**config.mk**
```make
export PLATFORM = sky130hd
export DESIGN_NAME = fabric_ingress_arbiter
export DESIGN_NICKNAME = d
export VERILOG_FILES = /design/src/rtl/fabric_ingress_arbiter.sv
export SDC_FILE = /design/constraint.sdc
export NUM_CORES = 1
export LEC_CHECK = 0
export ABC_CLOCK_PERIOD_IN_PS = 2170
export BUFFER_PORTS_ARGS = -buffer_cell sky130_fd_sc_hd__buf_2
export CORE_UTILIZATION = 25
export DETAILED_ROUTE_END_ITERATION = 16
export SYNTH_ARGS = -nofsm -noshare
export SYNTH_HDL_FRONTEND = slang
export SYNTH_SLANG_ARGS = --single-unit
```
**constraint.sdc**
```tcl
create_clock -name clk_fabric -period 2.17 [get_ports clk_fabric]
set_input_delay 0.434 -clock clk_fabric [delete_from_list [all_inputs] [get_ports clk_fabric]]
set_output_delay 0.434 -clock clk_fabric [all_outputs]
set_load 0.01 [all_outputs]
```
**src/rtl/fabric_ingress_arbiter.sv**
```systemverilog
// rtl/fabric_ingress_arbiter.sv - frame-granular round-robin arbiter for the shared line-card ingress stream
// Grants one port FIFO at a time, holds it to end of frame, and reclaims the stream on a runaway frame.
module fabric_ingress_arbiter #(
  parameter int NUM_PORTS        = 24,
  parameter int FRAMES_PER_GRANT = 1,
  parameter int MAX_BEATS        = 1200
) (
  input  logic                         clk_fabric,
  input  logic                         rst_n,
  input  logic [NUM_PORTS-1:0]         req,
  output logic [NUM_PORTS-1:0]         grant,
  output logic                         grant_valid,
  output logic [$clog2(NUM_PORTS)-1:0] grant_idx,
  input  logic                         beat_valid,
  input  logic                         beat_ready,
  input  logic                         beat_last,
  output logic                         abort,
  output logic                         timeout_err,
  output logic [$clog2(NUM_PORTS)-1:0] timeout_port
);
  localparam int IW = $clog2(NUM_PORTS);
  localparam int PW = IW + 1;
  localparam int CW = $clog2(MAX_BEATS + 1);
  localparam logic [3:0]    FPG       = 4'(FRAMES_PER_GRANT);
  localparam logic [IW-1:0] LAST_PORT = IW'(NUM_PORTS - 1);
  localparam logic [CW-1:0] WDOG_LAST = CW'(MAX_BEATS - 1);

  typedef enum logic [1:0] {IDLE, BUSY, ABORT} state_t;

  state_t        state;
  logic [1:0]    rst_sync;
  logic          rst_int_n;
  logic [IW-1:0] ptr;
  logic [IW-1:0] ptr_after;
  logic [CW-1:0] beat_cnt;
  logic [3:0]    frames_left;
  logic          xfer;
  logic [IW:0]   idle_pick;
  logic [IW:0]   next_pick;

  // Returns {found, index} of the first set bit at or after start, wrapping.
  function automatic logic [IW:0] pick(input logic [NUM_PORTS-1:0] r, input logic [IW-1:0] start);
    logic [IW:0] res;
    logic [PW-1:0] idx;
    res = '0;
    for (int i = NUM_PORTS - 1; i >= 0; i--) begin
      idx = {1'b0, start} + PW'(i);
      if (idx >= PW'(NUM_PORTS)) idx = idx - PW'(NUM_PORTS);
      if (r[idx[IW-1:0]]) res = {1'b1, idx[IW-1:0]};
    end
    return res;
  endfunction

  function automatic logic [NUM_PORTS-1:0] onehot(input logic [IW-1:0] idx);
    logic [NUM_PORTS-1:0] v;
    v = '0;
    v[idx] = 1'b1;
    return v;
  endfunction

  // Reset asserts asynchronously and releases synchronously to clk_fabric.
  always_ff @(posedge clk_fabric or negedge rst_n) begin
    if (!rst_n) rst_sync <= 2'b00;
    else        rst_sync <= {rst_sync[0], 1'b1};
  end
  assign rst_int_n = rst_sync[1];

  assign xfer      = beat_valid & beat_ready;
  assign ptr_after = (grant_idx == LAST_PORT) ? '0 : grant_idx + 1'b1;
  assign idle_pick = pick(req, ptr);
  // The finishing port may still show req for a cycle, so it is excluded from the handoff.
  assign next_pick = pick(req & ~grant, ptr_after);

  always_ff @(posedge clk_fabric or negedge rst_int_n) begin
    if (!rst_int_n) begin
      state        <= IDLE;
      ptr          <= '0;
      beat_cnt     <= '0;
      frames_left  <= '0;
      grant        <= '0;
      grant_valid  <= 1'b0;
      grant_idx    <= '0;
      abort        <= 1'b0;
      timeout_err  <= 1'b0;
      timeout_port <= '0;
    end else begin
      timeout_err <= 1'b0;
      case (state)
        IDLE: begin
          if (idle_pick[IW]) begin
            state       <= BUSY;
            grant_idx   <= idle_pick[IW-1:0];
            grant       <= onehot(idle_pick[IW-1:0]);
            grant_valid <= 1'b1;
            frames_left <= FPG;
            beat_cnt    <= '0;
          end
        end
        BUSY: begin
          if (xfer && beat_last) begin
            beat_cnt <= '0;
            if (frames_left != 4'd1 && req[grant_idx]) begin
              frames_left <= frames_left - 4'd1;
            end else begin
              ptr <= ptr_after;
              if (next_pick[IW]) begin
                grant_idx   <= next_pick[IW-1:0];
                grant       <= onehot(next_pick[IW-1:0]);
                frames_left <= FPG;
              end else begin
                state       <= IDLE;
                grant       <= '0;
                grant_valid <= 1'b0;
              end
            end
          end else if (xfer) begin
            if (beat_cnt == WDOG_LAST) begin
              state        <= ABORT;
              abort        <= 1'b1;
              timeout_err  <= 1'b1;
              timeout_port <= grant_idx;
              beat_cnt     <= '0;
            end else begin
              beat_cnt <= beat_cnt + 1'b1;
            end
          end
        end
        ABORT: begin
          if (xfer && beat_last) begin
            state       <= IDLE;
            abort       <= 1'b0;
            grant       <= '0;
            grant_valid <= 1'b0;
            ptr         <= ptr_after;
          end
        end
        default: state <= IDLE;
      endcase
    end
  end

endmodule
```
* Yosys cells after proc, flatten, opt, wreduce, memory -nomap -nowiden
Index checks and enable logic that the tools add are counted.
** Storage, ports and cells
- Memories :: 0
- Bits in registers :: 61
- Logic and storage cells :: 495
- Output and inout bits :: 37
- Bits in latches :: 0
- ROM bits :: 0
- RAM bits :: 0
** Operators by class
- Reduce and logical (&&, ||, !) cells :: 17
- Bitwise logic cells :: 4
- Divide/modulo/power cells :: 0
- Order comparisons :: 101
- Eq/ne operators :: 19
- Shift operators :: 0
- Mux-type cells :: 246
- Add/subtract/negate cells :: 97
- Multipliers :: 0
** Operators by type and width (count)
- 5-bit by 6-bit less-than comparator with 1-bit output, second input constant :: 51
- 6-bit 2-to-1 mux :: 48
- 5-bit 2-to-1 mux :: 56
- 6-bit by 5-bit >= comparator with 1-bit output, second input constant :: 46
- 1-bit binary-select mux with 5-bit select :: 49
- 5-bit subtractor, second input constant :: 48
- 24-bit 2-to-1 mux :: 5
- 5-bit by 4-bit adder with 6-bit output, second input constant :: 16
- 5-bit by 5-bit adder with 6-bit output, second input constant :: 16
- 24-bit case mux with 3 select lines :: 1
- 1-bit 2-to-1 mux :: 63
- 5-bit by 3-bit adder with 6-bit output, second input constant :: 8
- 11-bit 2-to-1 mux :: 4
- 5-bit by 2-bit adder with 6-bit output, second input constant :: 4
- 24-bit AND :: 1
- 24-bit inverter :: 1
- 11-bit case mux with 2 select lines :: 1
- 5-bit case mux with 2 select lines :: 2
- 2-bit inequality test, second input constant :: 9
- 4-bit 2-to-1 mux :: 4
- 3-bit inequality test, second input constant :: 5
- 5-bit AND reduction :: 3
- 2-bit 2-to-1 mux :: 7
- 5-bit by 1-bit adder with 6-bit output, second input constant :: 2
- 24 further kinds :: 34

* Longest topological paths before layout
Gate-level depths: netlist (run 1).
- Word-level depth :: 39
- Mapped depth :: 29
- Gate-level depth less buffers :: 22

* Worst setup path before layout (run 1)
Ideal clock, no wire load.
- Kind :: reg2reg
- Start :: reg grant_idx[0]
- End :: reg grant_idx[2]
- Setup slack :: -3816 ps
- Cell stages (with the launch flop) :: 26
- Clock period less this slack :: 5986 ps
- Setup time :: 125 ps
- Arrival :: 5861 ps
- Cells stage by stage :: dfrtp_1 -> ha_1 -> buf_6 -> xnor2_4 -> inv_2 -> buf_2 -> clkbuf_1 -> ha_1 -> clkbuf_1 -> buf_1 -> or3_4 -> and2_1 -> inv_1 -> ha_1 -> o211ai_1 -> nor4bb_1 -> or2_2 -> o211ai_1 -> and2_1 -> clkbuf_1 -> nand4_1 -> or4_4 -> nor4_4 -> o21a_1 -> nor2_2 -> mux2_4
** Between the ends
- Word-level cells in the longest chain between the ends :: 35
- Elaborated cells between the ends (all ways) :: 180
- Those cells by class :: add/sub (48); order compare (24); eq/ne (3); mux (103); reduce/logical (2)
** RTL lines
- start, declared :: line 13 : output logic [$clog2(NUM_PORTS)-1:0] grant_idx,
- start signal, assigned :: line 92 : grant_idx <= idle_pick[IW-1:0];
- start signal, assigned :: line 107 : grant_idx <= next_pick[IW-1:0];
- 5-bit by 1-bit adder with 5-bit output or 5-bit equality test (tied branches) :: line 69 : assign ptr_after = (grant_idx == LAST_PORT) ? '0 : grant_idx + 1'b1;
- 5-bit 2-to-1 mux * :: line 69
- net ptr_after[2] :: line 34 : logic [IW-1:0] ptr_after;
- 5-bit by 5-bit adder with 6-bit output :: line 47 : idx = {1'b0, start} + PW'(i);
- 5-bit subtractor or 6-bit by 5-bit >= comparator with 1-bit output (tied branches) :: line 48 : if (idx >= PW'(NUM_PORTS)) idx = idx - PW'(NUM_PORTS);
- 5-bit 2-to-1 mux :: line 48
- 1-bit binary-select mux with 5-bit select :: line 49 : if (r[idx[IW-1:0]]) res = {1'b1, idx[IW-1:0]};
- 1-bit 2-to-1 mux (not written as such) :: line 49
- 6-bit 2-to-1 mux (23 in series) :: line 49
- 6-bit 2-to-1 mux * :: line 49
- 5-bit 2-to-1 mux :: line 106 : if (next_pick[IW]) begin
- 5-bit 2-to-1 mux :: line 102 : if (frames_left != 4'd1 && req[grant_idx]) begin
- 5-bit 2-to-1 mux :: line 100 : if (xfer && beat_last) begin
- 5-bit case mux with 2 select lines :: line 88 : case (state)
Mark *: on every way through the listed nets, which the timed path passes. The rest lies on a longest branch. The select of a mux whose other input is x is not followed.
A chain may end at the register's enable or synchronous reset.

* Worst setup path in the final report (run 1)
- Start :: reg grant_idx[1]
- End :: reg grant[9]
** Between the ends
- Word-level cells in the longest chain between the ends :: 39
- Elaborated cells between the ends (all ways) :: 184
- Those cells by class :: add/sub (48); order compare (26); eq/ne (2); mux (105); reduce/logical (3)
** RTL lines
- 5-bit by 1-bit adder with 5-bit output or 5-bit equality test (tied branches) :: line 69
- 5-bit 2-to-1 mux :: line 69
- 5-bit by 5-bit adder with 6-bit output :: line 47
- 5-bit subtractor or 6-bit by 5-bit >= comparator with 1-bit output (tied branches) :: line 48
- 5-bit 2-to-1 mux :: line 48
- 1-bit binary-select mux with 5-bit select :: line 49
- 1-bit 2-to-1 mux (not written as such) :: line 49
- 6-bit 2-to-1 mux (24 in series) :: line 49
- 5-bit by 6-bit less-than comparator with 1-bit output (not written as such) or 5-bit by 1-bit >= comparator with 1-bit output (tied branches) :: line 57 : v[idx] = 1'b1;
- 1-bit logical AND (not written as such) :: line 57
- 1-bit 2-to-1 mux (not written as such) :: line 57
- 1-bit demux with 5-bit select :: line 57
- 24-bit 2-to-1 mux :: line 106
- 24-bit 2-to-1 mux :: line 102
- 24-bit 2-to-1 mux :: line 100
- 24-bit case mux with 3 select lines :: line 88
- end signal, assigned :: line 93 : grant <= onehot(idle_pick[IW-1:0]);
- end signal, assigned :: line 108 : grant <= onehot(next_pick[IW-1:0]);
- end, declared :: line 11 : output logic [NUM_PORTS-1:0] grant,
Several ways; a longest one is shown, not always the timed one. The select of a mux whose other input is x is not followed.

==> results.tsv, run 1 <==
metric	value	unit
status	finished, violations left	
failing checks	setup timing	
R2R setup slack	-2830	ps
Core Region	63400	um^2
CP Class	reg -> reg	
Rel. slew slack	52.4	%
Iter 0 DRT Violations	2358	
Post-Place Cells	3657	
deepest clock path buffer count	2	
post-synth top area cell	dfrtp_1	
CP max stage delay	640	ps
actual slew at the worst max-slew pin	708	ps
critical path's slowest cell	mux4_2	
Fin. Hold Viols	0	
Total Routing Usage GR	23.9	%
top post-synthesis cells by count	nand2_1 (169), nor2_1 (166), a21oi_1 (125)	
CP Capture Type	flop	
Layout Cells excl Fill	3770	
TritonCTS clock tree	built	
io pins	66	
Final Cycle Share	230	%
worst hold path class	reg -> async	
Post-DRT Antenna Nets	0	
IO Port Bufs	65	
Area Growth Syn to Fin	60.2	%
antenna violations before repair	4	
Yosys top cell area share	9.47	%
GPL Wtd Cong	1.03	
unrepaired setup endpoints after global routing	true	
CTS Root Cell	clkbuf_16	
num rows	92	
Worst Path Buf+Inv	6	
grt total ovfl	0	
Arrival @ worst endpoint	5260	ps
Async S/R FF share, synth	100	%
CP required	2430	ps
layout cells sized above 1	48.8	%
Final WS setup	-2830	ps
Setup-failing EPs final	52	
cts bufs inserted	9	
Routed WL	83200	um
Critical Path Most Common Cell	buf_6	
EDFF count, synth	0	
CP Launch Type	flop	
Layout Skew	12.4	ps
CTS clk-pin slew, worst paths	60	ps
synthesized area	16100	um^2
Initial Util	25.4	%
Gate Count Post-Synth	2079	
Most used DFF post-synth	dfrtp_1	
FMAX	200	MHz
Crit Path Max Fanout	7	
fin crit period	5000	ps
Syn Area/Cell	7.75	um^2
DRC	0	
largest net degree at the start of global routing	41	
DPL Wire Length	66300	um
largest cells by area after synthesis	dfrtp_1 (9.5%), mux4_2 (8.5%), ha_1 (4.3%)	
via count	21590	
DR pass1 iterations	5	
vias in the first global route	20058	
Netlist cell types	138	
Max Slew Vio Count	0	
later-pin clock latency in the skew report	340	ps
drt via density	5.73	
first-pass GRT wire length	122000	um
H-tree levels	3	
Syn. warnings	0	
count leader, synth	nand2_1	
Crit path max-delay family	compound AO/OA/AOI/OAI gates	
synthesized flop and latch total	61	
crit path cell chain	ha_4 -> buf_6 -> nand4b_4 -> nand2_8 -> clkinvlp_4 -> ha_4 -> xor3_2 -> buf_6 -> mux4_2 -> buf_6 -> o31ai_4 -> buf_6 -> a21oi_1 -> o211ai_1 -> nand4_1 -> a311oi_2 -> buf_4 -> o21ai_4 -> or3_4 -> o221ai_2	
clock sink count	61	
Mapped Nets	2163	
Die Y	256	um
setup slack after placement	-2970	ps
Final Net Count	3002	
post-DR wirelength/cell	22.1	um
post-synthesis sequential area ratio	9.47	%
max_cap viols	0	
die area	65500	um^2
Die Wd	256	um
per-layer routing:
| metal | GRT usage (%) | wire length, um | vias up |
|---|---|---|---|
| met2 | 36.4 | 35600 | 1073 |
| met4 | 9.51 | 4050 | 0 |
| met5 | 0 | 0 | - |
| met1 | 33.8 | 36400 | 10534 |
| li1 | - | - | 9780 |
| met3 | 3.32 | 7130 | 203 |
sequential cells by signal, indices dropped and copies added, names as in the netlist:
name,count
grant_idx,5
timeout_err,1
abort,1
ptr,5
state,2
grant_valid,1
grant,24
rst_sync,2
frames_left,4
timeout_port,5
beat_cnt,11
logic make-up after synthesis:
logic type	after synthesis	share of synthesized area, %
buffers and inverters	202	6.26
multiplexers	174	16.2
other	1	0.0233
AO/OA/AOI/OAI	703	32.2
AND/OR/NAND/NOR	824	27.8
XOR/XNOR	59	3.80
flip-flops	61	9.47
adder cells (fa/ha/maj)	55	4.27
repair_timing:
action / in CTS / in global routing
gates resized for setup: 151 / 185
hold endpoints to repair: 2 / 0
setup buffers: 40 / 54
setup endpoints to repair: 52 / 56
hold buffers: 1 / 0
gates cloned: 2 / 3
pin swaps: 69 / 103
final cells by class:
class	count	area [um^2]
fillers	6311	37600
diodes	1	2.50
multi-input cells	1816	15000
repair buffers	962	7670
clock inverters	6	45.0
flip-flops and latches	61	1540
inverters	68	283
clock buffers	10	239
well taps	846	1060
path summary, 6_finish.rpt:
| check | startpoint | endpoint | cells after the start |
|---|---|---|---|
| worst max-delay path | grant_idx[1] | grant[9] | 20 |
| worst min-delay path | rst_sync[1] | timeout_port[1] | 0 |
| worst max register to register | grant_idx[1] | grant[9] | 20 |
| worst min register to register | rst_sync[1] | timeout_port[1] | 0 |
| max in group asynchronous | rst_sync[1] | ptr[0] | 1 |
| min in group clk_fabric | rst_sync[0] | rst_sync[1] | 0 |
per-stage QoR:
step	setup TNS, ps	util [%]	area [um^2]	hold slack, ps
detailed placement	-134670	36.7	23200	221
CTS	-122800	38.8	24600	262
global placement	-132800	36.7	23200	220
finish	-122250	40.7	25800	248
floorplan	-129400	-	16500	138
global route	-128490	40.7	25800	291
cells in the final DEF (no fill, tap or decap), drive strengths merged, types with 33 or more instances in the layout:
master / n
buf: 958
nand2: 173
nor2: 168
a21oi: 132
o21ai: 131
nor3: 76
mux2i: 72
nand3: 71
inv: 66
mux4: 61
dfrtp: 61
ha: 55
nand2b: 54
xnor2: 46
o211ai: 43
or3: 43
nor2b: 42
mux2: 41
a211oi: 39
a21o: 33
Power of run 1 is left out: the tool's default activity adds up to more than one toggle a clock period on the data nets, which glitch-free logic cannot reach.
==> inputs of run 2 (changes only) <==
- CORE_MARGIN: not set -> 8
- RECOVER_POWER: not set -> 100
==> run 2 against run 1 <==
Effect of this change: the flow still finishes with violations (setup timing); final area fell by 2.3%; clock-buffer cell count rose by 2; non-clock buffer count fell by 13; clock skew barely moved; cell count barely moved; sequential share of layout area rose by 0.13 points; sequential cell count did not move; fmax rose by 2.1%; worst hold slack improved by 87 ps; first-iteration DRC count fell by 5.6%; register-to-register slack improved by 100 ps; setup slack improved by 100 ps; critical endpoint unchanged.
==> results.tsv, run 2 (synthesis gave the netlist of run 1 again) <==
metric	value	unit	change
drt via density	5.67		-0.91%
CP Launch Type	flop		
clock sink count	61		unchanged
met1 usage	28.6	%	-5.1 points
Register Area	1540	um^2	about the same
Layout Skew	12.7	ps	+0.340 ps
Final Net Count	2990		-0.40%
Fin. Hold Viols	0		unchanged
Routed WL	81800	um	-1.7%
CP required	2430	ps	about the same
max_cap viols	0		unchanged
commonest cells after routing, fill and taps aside	buf_4 (813), nand2_1 (159), nor2_1 (151), a21oi_1 (113), o21ai_0 (80)		
Biggest register	grant		
cts bufs inserted	9		unchanged
num rows	93		+1.1%
Post-Place Cells	3682		+0.68%
grt total ovfl	0		unchanged
io pins	66		unchanged
Crit Path Max Fanout	9		+2
CP endpoint	grant[9]		
R2R setup slack	-2730	ps	+100 ps
Iter 0 DRT Violations	2226		-5.6%
TritonCTS clock tree	built		
Final WS setup	-2730	ps	+105 ps
Arrival @ worst endpoint	5150	ps	-110 ps
Total Routing Usage GR	20.9	%	-3.0 points
most used routing layer	met2		
reg-to-reg endpoint	grant[9]		
FMAX	204	MHz	+2.1%
largest net degree at the start of global routing	38		-7.3%
die area	72900	um^2	+11%
Largest register FFs	24		unchanged
commonest non-fill, non-tap cell in the layout	buf_4		
CTS clk-pin slew, worst paths	60	ps	about the same
DRC	0		unchanged
Max Slew Vio Count	0		unchanged
Rel. slew slack	40.1	%	-12 points
Post-DRT Antenna Nets	0		unchanged
post-DR wirelength/cell	21.7	um	-1.6%
CP Class	reg -> reg		
vias in the first global route	20049		-0.045%
CTS Root Cell	clkbuf_16		
Setup-failing EPs final	55		+5.8%
antenna violations before repair	9		+5
DR pass1 iterations	6		+1
Global Route met2 Usage	32.2	%	-4.2 points
Initial Util	25.1	%	-0.27 points
Core Region	64100	um^2	+1.1%
fin crit period	4900	ps	-105 ps
failing checks	setup timing		
grt met3 use	3.23	%	-0.087 points
Fill cells	6444		+2.1%
Die Y	270	um	+5.5%
Crit. Startpoint	grant_idx[0]		
Final Cycle Share	226	%	-4.8 points
first-pass GRT wire length	121000	um	-0.77%
worst hold path class	reg -> async		
Layout Cells excl Fill	3769		-0.027%
H-tree levels	3		unchanged
unrepaired setup endpoints after global routing	true		
GPL Wtd Cong	1.02		-1.5%
DPL Wire Length	66300	um	about the same
FF-to-FF Start	grant_idx[0]		
deepest clock path buffer count	2		unchanged
layout cells sized above 1	46.3	%	-2.4 points
Die Wd	270	um	+5.5%
Area Growth Syn to Fin	56.6	%	
IO Port Bufs	65		unchanged
actual slew at the worst max-slew pin	899	ps	+190 ps
area of the multi-input gates	14900	um^2	-0.85%
largest registers	grant x24, beat_cnt x11		
via count	21388		-0.94%
later-pin clock latency in the skew report	340	ps	about the same
CP Capture Type	flop		
status	finished, violations left		
Register-to-Register Path Depth	17		-15%
run 2: cell types whose count changed in the layout (fill, tap and decap cells not counted), sizes merged:
cell and change:
buf -47, clkbuf +38, diode +3, bufbuf -2, clkinv -1, clkinvlp -1
inv -1, o21ai +1
run 2: how the worst min path moves through the flow:
stage / to / depth (start not counted) / slack, ps / start
floorplan: rst_sync[0] / 0 / 140 / rst_n
global placement: timeout_port[1] / 0 / 220 / rst_sync[1]
detailed placement: abort / 0 / 220 / rst_sync[1]
CTS: grant_valid / 0 / 220 / rst_sync[1]
global route: rst_sync[1] / 0 / 370 / rst_sync[0]
finish: abort / 0 / 340 / rst_sync[1]
run 2: timing repair:
item,CTS,global route
setup buffers,48,23
hold endpoints to repair,2,0
hold buffers,1,0
endpoints found under the setup margin,58,58
cloned,2,0
pin swaps,58,58
gates resized for setup,161,111
run 2: worst max-delay path, cell delays in order, from the launching register on:
cell and delay, ps:
dfrtp_2 450, buf_4 150, buf_4 180, inv_1 120
nand2_4 60, ha_2 390, buf_4 230, mux4_2 640
mux2_2 360, a32oi_4 230, nand2_1 190, o31ai_2 290
a31oi_2 140, and4b_4 230, a221oi_4 360, nand2_2 140
or3_4 440, o221ai_2 160
run 2: metrics by stage:
| step | setup TNS (ps) | utilization [%] | cell area [um^2] | setup slack, ps | hold WS, ps |
|---|---|---|---|---|---|
| 6_report | -119400 | 39.4 | 25200 | -2730 | 335 |
| 5_1_grt | -126770 | 39.3 | 25200 | -2850 | 371 |
| 4_1_cts | -116350 | 38.4 | 24600 | -2650 | 220 |
| 3_5_place_dp | -127010 | 36.4 | 23300 | -2870 | 215 |
| 3_3_place_gp | -126750 | 36.4 | 23300 | -2850 | 215 |
| 2_1_floorplan | -129400 | - | 16500 | -3030 | 138 |
run 2: area by class of cell:
cell class / count / share of cell area [%]
diodes: 4 / 0.0397
flip-flops and latches: 61 / 6.09
clock inverters: 3 / 0.0595
repair buffers: 949 / 28.7
well taps: 855 / 4.24
multi-input cells: 1817 / 58.9
clock buffers: 12 / 0.937
inverters: 68 / 1.07
run 2: per-layer routing:
layer	part of all wire (%)	wire, um
met1	43	34900
met2	44	35600
met3	9.1	7450
met4	4.6	3790
met5	0	0
Power of run 2 is left out for the same reason.
